--- src/rtl/spi_command_framer.sv ---
// Frames the SPI byte stream into register-map write/read transactions.
// Optional WRITE checksum byte enabled by defining SPI_FRAME_CHECKSUM_EN.
module spi_command_framer #(
   parameter logic [7:0] INSTR_WRITE = 8'h01,
   parameter logic [7:0] INSTR_READ  = 8'h02,
   parameter logic [7:0] IDLE_TX     = 8'h00
) (
   input  logic        clk_i,
   input  logic        rst_i,
   input  logic        spi_cs_i,
   input  logic        spi_rx_valid_i,
   input  logic [7:0]  spi_rx_byte_i,
   input  logic [31:0] result_i,
   output logic [7:0]  instruction_o,
   output logic [23:0] address_o,
   output logic [31:0] value_o,
   output logic        wr_strobe_o,
   output logic        rd_strobe_o,
   output logic [7:0]  spi_tx_byte_o,
   output logic        frame_err_o
);

   typedef enum logic [2:0] {
      StIdle,
      StAddr,
      StWdata,
      StWsum,
      StRdata,
      StDrain
   } state_e;

   state_e      state_q, state_d;
   logic        cs_meta_q, cs_s_q;
   logic [1:0]  cnt_q, cnt_d;
   logic [7:0]  instr_q, instr_d;
   logic [23:0] addr_q, addr_d;
   logic [31:0] value_q, value_d;
   // Read data not yet on tx: the tx register holds the current byte, this the remaining three.
   logic [23:0] sreg_q, sreg_d;
   logic [7:0]  tx_q, tx_d;
   logic        err_q, err_d;
   logic        wr_q, wr_d;
   logic        rd_q, rd_d;
   logic        cap_q;
   logic        rx;
`ifdef SPI_FRAME_CHECKSUM_EN
   logic [7:0]  sum_q, sum_d;
`endif

   assign rx = spi_rx_valid_i & ~cs_s_q;

   always_ff @(posedge clk_i) begin
      if (rst_i) begin
         state_q   <= StIdle;
         cs_meta_q <= 1'b1;
         cs_s_q    <= 1'b1;
         cnt_q     <= 2'd0;
         instr_q   <= 8'h00;
         addr_q    <= 24'h0;
         value_q   <= 32'h0;
         sreg_q    <= 24'h0;
         tx_q      <= IDLE_TX;
         err_q     <= 1'b0;
         wr_q      <= 1'b0;
         rd_q      <= 1'b0;
         cap_q     <= 1'b0;
`ifdef SPI_FRAME_CHECKSUM_EN
         sum_q     <= 8'h00;
`endif
      end else begin
         state_q   <= state_d;
         cs_meta_q <= spi_cs_i;
         cs_s_q    <= cs_meta_q;
         cnt_q     <= cnt_d;
         instr_q   <= instr_d;
         addr_q    <= addr_d;
         value_q   <= value_d;
         sreg_q    <= sreg_d;
         tx_q      <= tx_d;
         err_q     <= err_d;
         wr_q      <= wr_d;
         rd_q      <= rd_d;
         cap_q     <= rd_q;
`ifdef SPI_FRAME_CHECKSUM_EN
         sum_q     <= sum_d;
`endif
      end
   end

   always_comb begin
      state_d = state_q;
      cnt_d   = cnt_q;
      instr_d = instr_q;
      addr_d  = addr_q;
      value_d = value_q;
      sreg_d  = sreg_q;
      tx_d    = tx_q;
      err_d   = err_q;
      wr_d    = 1'b0;
      rd_d    = 1'b0;
`ifdef SPI_FRAME_CHECKSUM_EN
      sum_d   = sum_q;
`endif
      if (cs_s_q) begin
         // Chip select high aborts whatever frame is in flight.
         state_d = StIdle;
         cnt_d   = 2'd0;
         tx_d    = IDLE_TX;
         if (state_q == StAddr || state_q == StWdata || state_q == StWsum) begin
            err_d = 1'b1;
         end
      end else begin
         case (state_q)
            StIdle: begin
               if (rx) begin
                  instr_d = spi_rx_byte_i;
                  cnt_d   = 2'd0;
`ifdef SPI_FRAME_CHECKSUM_EN
                  sum_d   = spi_rx_byte_i;
`endif
                  if (spi_rx_byte_i == INSTR_WRITE || spi_rx_byte_i == INSTR_READ) begin
                     state_d = StAddr;
                  end else begin
                     state_d = StDrain;
                     err_d   = 1'b1;
                  end
               end
            end
            StAddr: begin
               if (rx) begin
                  addr_d = {addr_q[15:0], spi_rx_byte_i};
                  cnt_d  = cnt_q + 2'd1;
`ifdef SPI_FRAME_CHECKSUM_EN
                  sum_d  = sum_q ^ spi_rx_byte_i;
`endif
                  if (cnt_q == 2'd2) begin
                     cnt_d = 2'd0;
                     if (instr_q == INSTR_WRITE) begin
                        state_d = StWdata;
                     end else begin
                        rd_d    = 1'b1;
                        state_d = StRdata;
                     end
                  end
               end
            end
            StWdata: begin
               if (rx) begin
                  value_d = {value_q[23:0], spi_rx_byte_i};
                  cnt_d   = cnt_q + 2'd1;
`ifdef SPI_FRAME_CHECKSUM_EN
                  sum_d   = sum_q ^ spi_rx_byte_i;
`endif
                  if (cnt_q == 2'd3) begin
                     cnt_d = 2'd0;
`ifdef SPI_FRAME_CHECKSUM_EN
                     state_d = StWsum;
`else
                     wr_d    = 1'b1;
                     state_d = StDrain;
`endif
                  end
               end
            end
`ifdef SPI_FRAME_CHECKSUM_EN
            StWsum: begin
               if (rx) begin
                  if (spi_rx_byte_i == sum_q) begin
                     wr_d = 1'b1;
                  end else begin
                     err_d = 1'b1;
                  end
                  state_d = StDrain;
               end
            end
`endif
            StRdata: begin
               if (cap_q) begin
                  tx_d   = result_i[31:24];
                  sreg_d = result_i[23:0];
               end else if (rx) begin
                  cnt_d = cnt_q + 2'd1;
                  if (cnt_q == 2'd3) begin
                     cnt_d   = 2'd0;
                     tx_d    = IDLE_TX;
                     state_d = StDrain;
                  end else begin
                     tx_d   = sreg_q[23:16];
                     sreg_d = {sreg_q[15:0], 8'h00};
                  end
               end
            end
            StDrain: begin
            end
            default: begin
               state_d = StIdle;
            end
         endcase
      end
   end

   assign instruction_o = instr_q;
   assign address_o     = addr_q;
   assign value_o       = value_q;
   assign wr_strobe_o   = wr_q;
   assign rd_strobe_o   = rd_q;
   assign spi_tx_byte_o = tx_q;
   assign frame_err_o   = err_q;

endmodule
--- config.mk ---
export PLATFORM = sky130hd
export DESIGN_NAME = spi_command_framer
export DESIGN_NICKNAME = d
export VERILOG_FILES = /design/src/rtl/spi_command_framer.sv
export SDC_FILE = /design/constraint.sdc
export NUM_CORES = 1
export LEC_CHECK = 0
export BUFFER_PORTS_ARGS = -buffer_cell sky130_fd_sc_hd__buf_2
export CAP_MARGIN = 20
export CORE_AREA = 8 8 90 112
export CTS_BUF_LIST = sky130_fd_sc_hd__clkbuf_8
export CTS_CLUSTER_SIZE = 14
export DETAILED_ROUTE_END_ITERATION = 7
export DIE_AREA = 0 0 98 120
export PLACE_DENSITY = 0.79
export SYNTH_ARGS = -nofsm -noshare
export SYNTH_HDL_FRONTEND = slang
export SYNTH_SLANG_ARGS = --single-unit
export TNS_END_PERCENT = 50
--- constraint.sdc ---
create_clock -name clk_i -period 2.2 [get_ports clk_i]
set_input_delay 0.11 -clock clk_i [delete_from_list [all_inputs] [get_ports clk_i]]
set_output_delay 0.11 -clock clk_i [all_outputs]
set_load 0.005 [all_outputs]
==> impl_metrics.toml, run 1 <==
[synth]
netlist_top_cells_area = "dfxtp_1 49%, nand2_1 11%, a21oi_1 8.7%"
synth_largest_type_area_fraction = 0.494
synth.ff_latch_count = 107
synthesis.area_per_instance_sq_um = 8.52
postSynthNetCount = 557
yosysTopAreaCell = "dfxtp_1"
number_of_instances_in_the_synthesized_netlist = 509
netlist-cell-type-count = 42
syn-cell-area_sq_um = 4330
synth.yosys.seq_area_share = 0.494
yosys_warnings = 0

[clock_network]
cts_resized = 0
cts_num_sinks = 107
number_of_buffers_on_the_longest_clock_path = 2
htreeDepth = 3
root_buffer = "clkbuf_8"
clk_transition_reported_paths_ns = 0.09
worstSkewPairLatency_ns = 0.37
cts_buffers = 9
clock_tree_from_tritoncts = "yes"

[floorplan]
die_height_um = 120
chipWidth_um = 98
initial_core_utilization = 0.515
floorplan.die_area_sq_um = 11800
core_sq_um = 8420
placement_rows = 38
boundaryPins = 119

[setup_path]
cp.arrival_ns = 2.20
critical_path.max_fanout = 16
sequence_of_cells_on_the_critical_path = "or3b_4 -> a2111oi_4 -> buf_4 -> nor3_1 -> a211oi_1"
data_required_time_at_the_worst_endpoint_ns = 2.47
crit_path_max_incr_delay_ns = 0.47
critical_path.startpoint_type = "flip-flop"
crit_path_max_delay_cell_type = "or3b_4"
cp_num_buf_inv = 1
timing_worst_setup_path_type = "flip-flop to flip-flop"
worst_path_dominant_cell_family = "compound AO/OA/AOI/OAI gates"
critPathCaptureType = "flip-flop"
setup.reg_to_reg.worst_slack_ns = 0.27

[finish]
utilization = 0.624
fraction_of_final_layout_cells_with_drive_strength_greater_than_1 = 0.258
insertedDiodeCount = 0
area_added_between_synthesis_and_finish_pct = 21.2
finish.cell_count_without_fillers = 729
n_fill_cell = 734
most-common-layout-cells = "125 x nand2_1, 118 x buf_2, 107 x dfxtp_1"
nNetsFinal = 674
layout_commonest_cell = "nand2_1"

[timing]
final_max_slew_viol_count = 0
accumulated_negative_setup_slack_ns = 0
timing.clock.skew_ns = 0.00831
min_period_ns = 1.93
period_share = 0.878
worst_pin_slew_ns = 0.583
rsz0062_at_grt = "no"
max-slew-margin-rel = 0.612
finalWorstSetupSlack_ns = 0.269
final-hold-violation-count = 0
finalSetupViolCount = 0
timing.fmax_mhz = 518

[routing]
routed-via-count = 4002
wl_per_cell_um = 15.5
drc = 0
drt-initial-drc-count = 244
drt_first_pass_iters = 4
vias_per_cell = 5.49
drtAntennaViolNets = 0
wl_um = 11300

[power]
worst_ir_drop_vdd_uv = 364
power.net_switching_mw = 0.696
pwr_density_cell_nw_per_um2 = 586
static-leakage-power_nw = 2.05
clock_share_of_power = 0.327
power.total_mw = 3.08
power.switching_fraction = 0.226
internal_power_mw = 2.38
p_seq_frac = 0.632
combinationalPowerShare = 0.041

[placed_design]
placed_cells_incl_taps = 706
dpl_worst_slack_ns = 0.316
hpwlAfterDp_um = 8190
placement.io_buffers = 118
gp_congestion = 0.834

[min_path]
hold_class = "input port to flip-flop"

[global_routing]
global_route_wire_length_before_repair_um = 18200
grt_overflow = 0
grt_antenna_before_repair = 0
first_global_vias = 3828
pin_count_of_the_biggest_net_entering_global_routing = 56
globalRouteTotalUtil = 0.189

[job]
max_cap_violations = 0

[outcome]
result_of_the_run = "completed"
## repair_timing
item                      4_1_cts  5_1_grt
hold buffers                    9        0
buffers inserted                0        0
hold endpoints to repair        9        0
## power groups by stage
stage	Combinational, mW	Sequential (mW)	Clock [mW]
after floorplan	0.0477	1.99	0
after global placement	0.112	1.99	0
after detailed placement	0.113	1.99	0
after CTS	0.126	1.95	1.03
after global routing	0.136	1.95	1.10
final	0.125	1.95	1.01
## Yosys cell counts, drive strengths merged
cell,instances
nand2,125
or2,3
nor3b,2
nand4,1
o32ai,1
o41ai,1
o21a,1
a211oi,26
and3,9
a2111oi,1
nor4,2
ha,4
o2111ai,1
nand2b,4
dfxtp,107
nand3,10
clkbuf,25
nor4b,1
inv,9
a22oi,1
a221oi,1
or3,2
nor2,22
nor3,24
a211o,1
and4,1
mux2i,26
xor2,1
or3b,1
nor2b,4
o32a,2
o22ai,1
a21oi,75
buf,10
o211ai,1
o21ai,2
maj3,1
## worst register-to-register path, stage by stage (launching register included)
cell       delay, ns
dfxtp_1         0.44
or3b_4          0.47
a2111oi_4       0.34
buf_4           0.26
nor3_1          0.07
a211oi_1        0.25
## stage by stage
stage,hold slack (ns),instance area [sq um]
after floorplan,0.214,4330
after global placement,0.295,5010
after detailed placement,0.309,5010
after CTS,0.00603,5250
after global routing,0.0244,5250
final,0.0220,5250
## flip-flops by register name, summed over array words and instances (netlist names)
| signal | count |
|---|---|
| cnt_q | 2 |
| wr_strobe_o | 1 |
| sreg_q | 24 |
| spi_tx_byte_o | 8 |
| cs_s_q | 1 |
| frame_err_o | 1 |
| address_o | 24 |
| cs_meta_q | 1 |
| instruction_o | 8 |
| rd_strobe_o | 1 |
| cap_q | 1 |
| state_q | 3 |
| value_o | 32 |
## final timing paths
path / from / endpoint / cells after the start
worst max-delay path: state_q[1] / sreg_q[9] / 5
worst min-delay path: spi_rx_byte_i[7] / address_o[7] / 3
worst min register to register: cs_meta_q / cs_s_q / 1
worst max register to register: state_q[1] / sreg_q[9] / 5
## area by class of cell
class,instances,area (sq um),area share
clock inverter,5,25.0,0.00476
sequential,107,2140,0.408
timing repair buffer,141,786,0.150
inverter,9,33.8,0.00643
clock buffer,9,124,0.0236
tap,100,125,0.0238
multi-input combinational,358,2020,0.384
## cell families after synthesis
logic type	synth area share
muxes	0.0600
AOI/OAI and AO/OA	0.173
DFF	0.494
buffers and inverters	0.0427
and+or+nand+nor	0.214
adders and majority gates	0.0139
xor gates and xnor gates	0.00202
## per-layer routing
| layer | up-vias | global-route usage | share of wire |
|---|---|---|---|
| li1 | 1981 | - | - |
| met1 | 1877 | 0.213 | 0.42 |
| met2 | 129 | 0.324 | 0.49 |
| met3 | 15 | 0.0539 | 0.068 |
| met4 | 0 | 0.0850 | 0.019 |
| met5 | - | 0 | 0 |
No activity file was read; power rests on OpenSTA's default activity.
==> inputs of run 2 (changes only) <==
--- a/config.mk
+++ b/config.mk
@@ -13,6 +13,7 @@
 export DETAILED_ROUTE_END_ITERATION = 7
 export DIE_AREA = 0 0 98 120
 export PLACE_DENSITY = 0.79
+export REMOVE_ABC_BUFFERS = 1
 export SYNTH_ARGS = -nofsm -noshare
 export SYNTH_HDL_FRONTEND = slang
 export SYNTH_SLANG_ARGS = --single-unit
==> run 2 against run 1 <==
Effect of this change: first-iteration DRC count is 2.5% lower; clock skew rose by 0.00064 ns; largest cell class unchanged; highest routed layer unchanged; utilization is 0.61 points higher; register-to-register slack better by 0.03 ns; setup slack better by 0.030 ns.
==> impl_metrics.toml, run 2 (synthesis gave the netlist of run 1 again) <==
[power]
combinationalPowerShare = 0.038
pwr_density_cell_nw_per_um2 = 625
power.switching_fraction = 0.218
power.net_switching_mw = 0.723
worst_ir_drop_vdd_uv = 525
p_seq_frac = 0.588
clock_share_of_power = 0.374
internal_power_mw = 2.59
static-leakage-power_nw = 2.07

[clock_network]
root_buffer = "clkbuf_8"
worstSkewPairLatency_ns = 0.36
clk_transition_reported_paths_ns = 0.10
clock_tree_from_tritoncts = "yes"
number_of_buffers_on_the_longest_clock_path = 2
cts_num_sinks = 107
htreeDepth = 3
cts_buffers = 9
cts_setup_buffers = 0

[timing]
accumulated_negative_setup_slack_ns = 0
final_max_slew_viol_count = 0
finalSetupViolCount = 0
worst_pin_slew_ns = 0.603
period_share = 0.864
timing.clock.skew_ns = 0.00895
max-slew-margin-rel = 0.598
rsz0062_at_grt = "no"
final-hold-violation-count = 0
timing.fmax_mhz = 526
min_period_ns = 1.90

[outcome]
result_of_the_run = "completed"

[min_path]
hold_class = "input port to flip-flop"

[routing]
routed-via-count = 3888
drc = 0
drt_first_pass_iters = 6
drt-initial-drc-count = 238
wl_um = 10800
vias_per_cell = 5.33
drtAntennaViolNets = 0
wl_per_cell_um = 14.8

[floorplan]
chipWidth_um = 98
core_sq_um = 8420
floorplan.die_area_sq_um = 11800
placement_rows = 38
boundaryPins = 119
initial_core_utilization = 0.515
die_height_um = 120

[finish]
nNetsFinal = 672
area_added_between_synthesis_and_finish_pct = 22.4
fraction_of_final_layout_cells_with_drive_strength_greater_than_1 = 0.261
insertedDiodeCount = 0
final_cell_area_sq_um = 5300
utilization = 0.630
layout_commonest_cell = "nand2_1"
most-common-layout-cells = "124 x nand2_1, 117 x buf_2, 107 x dfxtp_1"
flip_flop_count_of_the_largest_register_after_layout = 32

[global_routing]
globalRouteTotalUtil = 0.179
pin_count_of_the_biggest_net_entering_global_routing = 62
global_route_wire_length_before_repair_um = 17400
grt_overflow = 0
grt_antenna_before_repair = 0
first_global_vias = 3622

[setup_path]
timing_worst_setup_path_type = "flip-flop to flip-flop"
critical_path.max_fanout = 16
data_required_time_at_the_worst_endpoint_ns = 2.46
cp.arrival_ns = 2.16
critical_path.startpoint_type = "flip-flop"
critPathCaptureType = "flip-flop"

[placed_design]
placement.io_buffers = 118
gp_congestion = 0.902
placement.cell_area_sq_um = 5000
hpwlAfterDp_um = 7670

[job]
max_cap_violations = 0
## run 2: changes by cell type in the layout (fill, tap and decap cells not counted), sizes merged
cell / change
clkbuf: +2
buf: -2
inv: +1
bufinv: +1
clkinv: -2
## run 2: final cells by class
class / count / area, sq um
fillers: 753 / 3110
flip-flops and latches: 107 / 2140
multi-input cells: 358 / 2020
repair buffers: 139 / 773
clock buffers: 11 / 151
well taps: 100 / 125
clock inverters: 5 / 58.8
inverters: 9 / 33.8
## run 2: what timing repair did
| action | in CTS | in global routing |
|---|---|---|
| resized for setup | 0 | 1 |
| setup endpoints to repair | 0 | 1 |
| hold buffers | 9 | 0 |
| endpoints found under the hold margin | 9 | 0 |
## run 2: path summary, 6_finish.rpt
check / startpoint / end / slack (ns) / cells after the start
min: spi_rx_byte_i[3] / value_o[3] / 0.02 / 3
min reg2reg: cs_meta_q / cs_s_q / 0.42 / 1
max reg2reg: state_q[0] / sreg_q[8] / 0.30 / 5
max: state_q[0] / sreg_q[8] / 0.30 / 5
## run 2: power groups by stage
stage                     Clock, mW  Sequential (mW)  Combinational, mW
after floorplan                   0             1.99             0.0236
after global placement            0             1.99              0.111
after detailed placement          0             1.99              0.113
after CTS                      1.27             1.95              0.125
after global routing           1.34             1.95              0.137
final                          1.24             1.95              0.126
## run 2: stage by stage
step	setup WS [ns]	std cells	total power, mW	hold WS [ns]
after global routing	0.199	729	3.43	0.0127
after detailed placement	0.178	704	2.10	0.297
after floorplan	-0.420	474	2.01	0.175
after global placement	0.319	704	2.10	0.295
after CTS	0.134	729	3.34	0.000889
final	0.299	729	3.31	0.0184
## run 2: worst max-delay path, stage by stage (launching register included)
cell	delay (ns)
dfxtp_1	0.43
or3b_4	0.49
a2111oi_4	0.32
buf_4	0.26
nor3_1	0.07
a211oi_1	0.23
## run 2: per-layer routing
| metal | routed length, um | share of wire | GRT usage |
|---|---|---|---|
| met3 | 441 | 0.041 | 0.0307 |
| met1 | 4640 | 0.43 | 0.213 |
| met2 | 5470 | 0.51 | 0.303 |
| met4 | 231 | 0.021 | 0.0968 |
| met5 | 0 | 0 | 0 |
==> inputs of run 3 (changes only) <==
--- a/config.mk
+++ b/config.mk
@@ -7,12 +7,12 @@
 export LEC_CHECK = 0
 export BUFFER_PORTS_ARGS = -buffer_cell sky130_fd_sc_hd__buf_2
 export CAP_MARGIN = 20
-export CORE_AREA = 8 8 90 112
+export CORE_AREA = 8 8 87 108
 export CTS_BUF_LIST = sky130_fd_sc_hd__clkbuf_8
 export CTS_CLUSTER_SIZE = 14
 export DETAILED_ROUTE_END_ITERATION = 7
-export DIE_AREA = 0 0 98 120
-export PLACE_DENSITY = 0.79
+export DIE_AREA = 0 0 95 116
+export PLACE_DENSITY = 0.84
 export REMOVE_ABC_BUFFERS = 1
 export SYNTH_ARGS = -nofsm -noshare
 export SYNTH_HDL_FRONTEND = slang
==> constraint.sdc (replaced) <==
create_clock -name clk_i -period 2.4 [get_ports clk_i]
set_input_delay 0.12 -clock clk_i [delete_from_list [all_inputs] [get_ports clk_i]]
set_output_delay 0.12 -clock clk_i [all_outputs]
set_load 0.005 [all_outputs]
==> run 3 against run 2 <==
Effect of this change: global-route usage up 1.6 points; critical path type unchanged; non-clock buffer count is 1 higher; highest routed layer unchanged; sequential power decreased by 9%; hold slack is essentially flat; sequential cell count is the same.
==> impl_metrics.toml, run 3 (synthesis gave the netlist of run 1 again) <==
[placed_design]
hpwlAfterDp_um = 7800
gp_congestion = 0.859
dpl_worst_slack_ns = 0.326
placement.io_buffers = 118

[clock_network]
number_of_buffers_on_the_longest_clock_path = 2
htreeDepth = 3
root_buffer = "clkbuf_8"
cts_num_sinks = 107
clk_transition_reported_paths_ns = 0.10
clock_tree_from_tritoncts = "yes"
worstSkewPairLatency_ns = 0.37
cts_buffers = 9

[floorplan]
floorplan.die_area_sq_um = 11000
core_sq_um = 7700
die_height_um = 116
initial_core_utilization = 0.563
boundaryPins = 119
chipWidth_um = 95
placement_rows = 36

[power]
pwr_density_cell_nw_per_um2 = 551
static-leakage-power_nw = 2.05
worst_ir_drop_vdd_uv = 456
power.total_mw = 2.90

[finish]
layout_commonest_cell = "nand2_1"
fraction_of_final_layout_cells_with_drive_strength_greater_than_1 = 0.260
utilization = 0.684
area_added_between_synthesis_and_finish_pct = 21.5
most-common-layout-cells = "125 x nand2_1, 117 x buf_2, 107 x dfxtp_1"
nNetsFinal = 673
flip_flop_count_of_the_largest_register_after_layout = 32
insertedDiodeCount = 0
n_fill_cell = 643

[min_path]
hold_class = "input port to flip-flop"
min_from = "spi_rx_byte_i[7]"
hold_path_depth = 3
hold-path-endpoint = "value_o[7]"

[timing]
final_max_slew_viol_count = 0
timing.clock.skew_ns = 0.0112
rsz0062_at_grt = "no"
period_share = 0.873
finalWorstSetupSlack_ns = 0.305
worst_pin_slew_ns = 0.531
min_period_ns = 2.09
finalHoldWorstSlack_ns = 0.0183
max-slew-margin-rel = 0.646
finalSetupViolCount = 0
timing.fmax_mhz = 477
final-hold-violation-count = 0

[setup_path]
data_required_time_at_the_worst_endpoint_ns = 2.68
worstRegToRegCells = 5
setup.reg_to_reg.worst_slack_ns = 0.31
timing_worst_setup_path_type = "flip-flop to flip-flop"
critPathCaptureType = "flip-flop"
crit_start = "state_q[2]"
r2r_end = "sreg_q[12]"
cp.arrival_ns = 2.38
critical_path.startpoint_type = "flip-flop"
rr_startpoint = "state_q[2]"
critical_path.max_fanout = 16

[global_routing]
gr-max-usage-layer = "met2"
met2_usage = 0.337
global_route_wire_length_before_repair_um = 17400
grt.met1_usage = 0.218
grt_overflow = 0
grt_antenna_before_repair = 0
first_global_vias = 3798
globalRouteTotalUtil = 0.195
pin_count_of_the_biggest_net_entering_global_routing = 55
grt_util_met3 = 0.0441

[routing]
wl_um = 10900
vias_per_cell = 5.44
drt_first_pass_iters = 4
drtAntennaViolNets = 0
wl_per_cell_um = 15.1
routed-via-count = 3931
drt-initial-drc-count = 291
drc = 0

[job]
max_cap_violations = 0

[outcome]
result_of_the_run = "completed"
[run 3: cell types whose count changed in the layout (fill, tap and decap cells not counted), sizes merged]
cell | before | now
buf | 130 | 131
bufinv | 1 | 0
clkbuf | 11 | 9
clkinv | 0 | 2
clkinvlp | 1 | 0
[run 3: how the worst max path moves through the flow]
stage,slack (ns),cells past startpoint,to
CTS,0.31,5,sreg_q[12]
finish,0.31,5,sreg_q[12]
floorplan,-0.22,4,value_o[0]
global route,0.14,5,sreg_q[10]
global placement,0.43,5,sreg_q[8]
detailed placement,0.33,5,sreg_q[12]
[run 3: cell type report]
| class | count | area (sq um) | share of cell area |
|---|---|---|---|
| clock buffers | 9 | 124 | 0.0235 |
| clock inverters | 5 | 48.8 | 0.00927 |
| inverters | 9 | 33.8 | 0.00642 |
| multi-input cells | 358 | 2020 | 0.383 |
| flip-flops and latches | 107 | 2140 | 0.407 |
| well taps | 95 | 119 | 0.0226 |
| repair buffers | 140 | 781 | 0.148 |
[run 3: report_power, final]
group / leakage [nW] / internal [mW] / total (mW) / switching [mW]
clock: 0.0896 / 0.388 / 1.00 / 0.613
sequential: 0.862 / 1.78 / 1.78 / 0.00499
combinational: 1.10 / 0.0502 / 0.114 / 0.0639
total: 2.05 / 2.22 / 2.90 / 0.682
[run 3: repair_timing]
action / CTS / global route
setup buffers: 0 / 0
hold buffers: 9 / 0
endpoints found under the hold margin: 9 / 0
gates resized for setup: 0 / 0
[run 3: critical path, cell delays in order, from the launching register on]
cell	delay, ns
dfxtp_1	0.65
or3b_4	0.49
a2111oi_4	0.31
buf_4	0.26
nor3_1	0.07
a211oi_1	0.24
[run 3: layer usage]
layer	vias up	part of all wire
li1	1976	-
met1	1812	0.39
met2	113	0.52
met3	30	0.052
met4	0	0.033
met5	-	0
[run 3: stage by stage]
step,TNS (ns),cells,instance area [sq um]
final,0,723,5270
after global routing,0,723,5270
after CTS,0,723,5270
after detailed placement,0,700,5000
after global placement,0,700,5000
after floorplan,-11.20,474,4180
